### src/rtl/pending_priority_encoder.sv
// pending_priority_encoder: latches request pulses and offers the top unmasked pending index over valid/ready
module pending_priority_encoder #(
  parameter int WIDTH     = 8,
  parameter int MSB_FIRST = 1,
  localparam int IDX_W    = $clog2(WIDTH)
) (
  input  logic             clk,
  input  logic             rst,
  input  logic [WIDTH-1:0] req_in,
  input  logic [WIDTH-1:0] mask,
  input  logic             out_ready,
  output logic             out_valid,
  output logic [IDX_W-1:0] out_idx,
  output logic [WIDTH-1:0] pending,
  output logic             ovf,
  input  logic             ovf_clr
);
  typedef enum logic {IDLE, OFFER} state_t;
  state_t           state_q;
  logic             valid_q, ovf_q, ovf_d, hs;
  logic [IDX_W-1:0] idx_q, pick;
  logic [WIDTH-1:0] pending_q, pending_d, clr, cand;
  assign hs        = valid_q & out_ready;
  assign clr       = hs ? (WIDTH'(1) << idx_q) : '0;
  assign pending_d = (pending_q & ~clr) | req_in;
  assign cand      = pending_d & mask;
  assign ovf_d     = (|(req_in & pending_q & ~clr)) | (ovf_q & ~ovf_clr);
  // the last matching bit in scan order wins, so scan direction sets priority
  always_comb begin
    pick = '0;
    for (int i = 0; i < WIDTH; i++)
      if (cand[MSB_FIRST != 0 ? i : WIDTH-1-i]) pick = IDX_W'(MSB_FIRST != 0 ? i : WIDTH-1-i);
  end
  always_ff @(posedge clk) begin
    if (rst) begin
      state_q   <= IDLE;
      valid_q   <= 1'b0;
      idx_q     <= '0;
      pending_q <= '0;
      ovf_q     <= 1'b0;
    end else begin
      pending_q <= pending_d;
      ovf_q     <= ovf_d;
      if (state_q == IDLE || hs) begin
        state_q <= |cand ? OFFER : IDLE;
        valid_q <= |cand;
        if (|cand) idx_q <= pick;
      end
    end
  end
  assign out_valid = valid_q;
  assign out_idx   = idx_q;
  assign pending   = pending_q;
  assign ovf       = ovf_q;
endmodule

### config.mk
export PLATFORM = sky130hd
export DESIGN_NAME = pending_priority_encoder
export DESIGN_NICKNAME = d
export VERILOG_FILES = /design/src/rtl/pending_priority_encoder.sv
export SDC_FILE = /design/constraint.sdc
export NUM_CORES = 1
export LEC_CHECK = 0
export ABC_AREA = 0
export CAP_MARGIN = 0
export CORE_MARGIN = 2
export CORE_UTILIZATION = 44
export CTS_CLUSTER_SIZE = 30
export DETAILED_ROUTE_END_ITERATION = 8
export HOLD_SLACK_MARGIN = 0.15
export PLACE_DENSITY = 0.78
export SYNTH_ARGS = -nofsm -noshare
export SYNTH_HDL_FRONTEND = slang
export SYNTH_SLANG_ARGS = --single-unit
export TNS_END_PERCENT = 1
### constraint.sdc
create_clock -name clk -period 4.5 [get_ports clk]
set_clock_uncertainty 0.05 [all_clocks]
set_input_delay 1.125 -clock clk [delete_from_list [all_inputs] [get_ports clk]]
set_output_delay 1.125 -clock clk [all_outputs]
set_load 0.03 [all_outputs]
Word-level counts from Yosys, hierarchy flattened
Index checks and enable logic that the tools add are counted.
- bits in read-only memories: 0
- bits in registers: 14
- memories kept: 0
- output and inout bits: 13
- bits of input ports: 20
- logic and storage cells: 30
- RAM bits: 0
- bits in latches: 0
- reductions and logical operators: 4
- multiplexer cells: 9
- add/sub/neg operators: 0
- div/mod/pow operators: 0
- equality and inequality tests: 0
- bitwise logic cells: 11
- $mul: 0
- shifts and indexed selects: 1
- magnitude comparators: 0
- operator list (cell ; count):
    $and 8x8->8 ; 4
    $mux 3 ; 6
    $reduce_or 8->1 ; 2
    $mux 8 ; 1
    $not 8->8 ; 1
    $or 8x8->8 ; 1
    $shl 1x3->8 const A ; 1
    $and 1x1->1 ; 2
    $mux 1 ; 2
    $not 1->1 ; 2
    $reduce_and 2->1 ; 1
    $logic_or 1x1->1 ; 1
    $or 1x1->1 ; 1

Depth between registers and ports, before layout
- depth in word-level cells: 13
- gate-level depth with buffers: 6
- gate-level depth less buffers: 5

Worst setup path after synthesis
No wires, ideal clock.
- path kind: input -> register
- start point: in out_ready
- end point: reg idx_q[1], in the netlist out_idx[1]
- stages: 5
- data arrival time: 2.437 ns
- required time: 4.323 ns
- setup time: 0.127 ns
- buffers on the path: 0
- slack: 1.886 ns
- path through: nand3_2 -> o31a_1 -> or4_4 -> o21a_1 -> mux2i_1
- cells in the longest elaborated chain, start to end: 12
- elaborated cells between the ends (all ways): 15
- those cells by class: 7 x mux; 5 x bitwise; 3 x reduce/logical
- ends and longest elaborated chain (what ; RTL line ; RTL):
    start: declaration ; 11 ; input logic out_ready,
    $and 1x1->1 * ; 23 ; assign hs = valid_q & out_ready;
    $mux 8 ; 24 ; assign clr = hs ? (WIDTH'(1) << idx_q) : '0;
    $not 8->8 ; 25 ; assign pending_d = (pending_q & ~clr) | req_in;
    $and 8x8->8 ; 25 ;
    $or 8x8->8 ; 25 ;
    $and 8x8->8 ; 26 ; assign cand = pending_d & mask;
    $mux 3 (6 in series) ; 32 ; if (cand[MSB_FIRST != 0 ? i : WIDTH-1-i]) pick = IDX_W'(MSB_FIRST != 0 ? i : WIDTH-1-i);
    end signal: assignment ; 47 ; if (|cand) idx_q <= pick;
    end: declaration ; 21 ; logic [IDX_W-1:0] idx_q, pick;
Mark *: on every way between the ends. The rest lies on a longest branch, timed or not.
A chain may end at the register's enable or synchronous reset.

Final worst setup path
Ends and elaborated chain as after synthesis.

==> results.toml <==
[global_routing]
grt_use_met2_pct = 32.8
grt_max_degree = 13
grt_pass1_vias = 776
globalRoute.totalOverflow = 0
grt.total_usage_pct = 20.7
grtUsageMet3_pct = 7.84
grt_busiest_layer = "met2"
grtUsageMet1_pct = 26.0
antenna_found_initial = 0
grt_pass1_wl_um = 3170

[floorplanning]
rows = 15
die_area_um2 = 2120
die_height_um = 46.1
start_util_pct = 46.1
die_w_um = 46.1
ios = 33
fp.coreArea_um2 = 1690

[finish]
final_cell_mix = "32 x clkdlybuf4s50_1, 13 x a21oi_1, 13 x dfxtp_1"
final_nets = 150
diodes = 0
final_common_cell = "clkdlybuf4s50_1"
flow.area_growth_from_synthesis_pct = 43.8
drive_above_1_share_pct = 4.65
nFillCells = 145

[synthesis]
async_flop_share_pct = 0
synth_edf_count = 0
synthMuxAreaShare_pct = 1.28
ys_ff_latch = 13
synth_fp_nets = 117
synthDominantCellAreaShare_pct = 33.4
synth_adder_area_share_pct = 0
synth-simple-area-share_pct = 18.3
yosysSeqAreaShare_pct = 33.4
yosys.area_share.xor_xnor_pct = 0
yosysUniqueCellTypes = 32
synthTopCellsByArea = "dfxtp_1 33%, a21oi_1 8.3%, o21a_1 5.8%"
synth_top_family_by_area = "compound AO/OA/AOI/OAI gates"
syn-instance-count = 97
avgSynthCellArea_um2 = 8.04
synth-compound-area-share_pct = 40.3
synth-main-ff-cell = "dfxtp_1"
synth_warnings = 0
yosysTopAreaCell = "dfxtp_1"
syn_area_um2 = 779

[outcome]
outcome = "complete, no violations"

[clock_network]
post_cts_resized = 0
htree_num_levels = 1
cts_setup_buffers = 0
clock_latency_ns = 0.28
clk_pin_slew_worst_paths_ns = 0.08
cts_made_buffers = 3
clock-sinks = 13
cts.path.max_buffers = 2
cts_tree = "built"
cts_hold_buf = 0
root_buffer = "clkbuf_4"

[critical_path]
endpoint_kind = "flop"
r2r_cells = 5
critical_path_class = "input pin to flop"
crit_fanout = 8
worstSetupStartpointType = "input pin"
crit_required_ns = 4.61
arrival_ns = 3.08

[sta]
fmax_mhz = 337
fin_ws_ns = 1.53
finalCritPeriodShare_pct = 65.9
finalHoldViolations = 0
relSlewSlack_pct = 68.5
setup_tns_ns = 0
finalCriticalPeriod_ns = 2.97
tightest_slew_ns = 0.471
slew_violations = 0
rsz0062_at_grt = "no"
setup_viol = 0

[drt]
wirelength_um = 2050
firstDrtPassIters = 4
ant_nets = 0
wl_per_cell_um = 14.1
drt_iter0_drc = 19
num_vias = 859
detail_route.vias_per_cell = 5.88
drc = 0

[placed_design]
post-place-ws_ns = 1.26
finalWeightedCongestion = 0.876
hpwl_um = 1570
numPortBuffers = 32

[worst_hold_path]
min_path_cells = 2
hp-class = "flop to flop"

[job]
cap_violations = 0

[power_and_ir_drop]
cellPowerDensity_nw_per_um2 = 283
ir_drop_uv = 212
intPower_mw = 0.211
leakage_nw = 0.412
combinationalPowerShare_pct = 33.8
seqPwrFrac_pct = 43.5
p_clk_share_pct = 22.7
power_switching_mw = 0.107
swShare_pct = 33.6
==> final timing paths <==
| kind | end | slack, ns | from |
|---|---|---|---|
| worst max-delay path | out_idx[1] | 1.53 | out_ready |
| worst min-delay path | ovf | 0.45 | ovf |
| worst max register to register | out_idx[1] | 2.39 | out_idx[1] |
| worst min register to register | ovf | 0.45 | ovf |
==> layout make-up <==
type                    count  area, um2  share of cell area [%]
inverters                   7       26.3                    2.34
multi-input cells          73        467                    41.6
well taps                  17       21.3                    1.90
flip-flops and latches     13        260                    23.2
repair buffers             32        320                    28.6
clock buffers               4       26.3                    2.34
==> state kept, by name, indices dropped and copies added (netlist names) <==
name,count
pending,8
out_idx,3
ovf,1
state_q,1
==> power by group through the flow <==
stage | sequential [mW] | combinational, mW | clock, mW
after floorplan | 0.154 | 0.0480 | 0
final | 0.138 | 0.107 | 0.0720
after detailed placement | 0.141 | 0.107 | 0
after global routing | 0.140 | 0.116 | 0.0789
after CTS | 0.138 | 0.107 | 0.0755
after global placement | 0.141 | 0.106 | 0
==> metal layers <==
metal / up-vias / share of wire, %
met5: - / 0
met4: 0 / 0.63
met3: 2 / 6.1
met2: 31 / 47
met1: 391 / 46
li1: 435 / -
==> per-stage QoR <==
stage | utilization [%] | cells | hold WS, ns | instance area [um2] | power [mW]
6_report | 66.4 | 146 | 0.453 | 1120 | 0.318
3_3_place_gp | 64.8 | 142 | 0.442 | 1090 | 0.247
3_5_place_dp | 64.8 | 142 | 0.453 | 1090 | 0.248
4_1_cts | 66.4 | 146 | 0.463 | 1120 | 0.321
5_1_grt | 66.4 | 146 | 0.476 | 1120 | 0.335
2_1_floorplan | - | 97 | 0.555 | 779 | 0.203
==> kinds of logic after synthesis <==
family,count (synthesis)
multiplexers,1
AND/OR/NAND/NOR,24
buffers and inverters,11
flip-flops,13
AO/OA/AOI/OAI,48
==> critical path, cell delays in order <==
cell,delay [ns]
clkdlybuf4s50_1,0.53
nand3_2,0.16
o31a_1,0.33
or4_4,0.57
o21a_1,0.24
mux2i_1,0.12
==> synthesized netlist by cell type, drive strengths merged, types with 2 or more instances <==
| cell type | n |
|---|---|
| o211ai | 4 |
| or3 | 3 |
| o21a | 6 |
| a21oi | 13 |
| clkbuf | 2 |
| nand3 | 3 |
| nand2b | 3 |
| inv | 7 |
| dfxtp | 13 |
| o21ai | 9 |
| nand2 | 3 |
| o31a | 3 |
| o221ai | 2 |
| o31ai | 6 |
| buf | 2 |
| nor2 | 6 |
(Power assumes the default switching activity.)
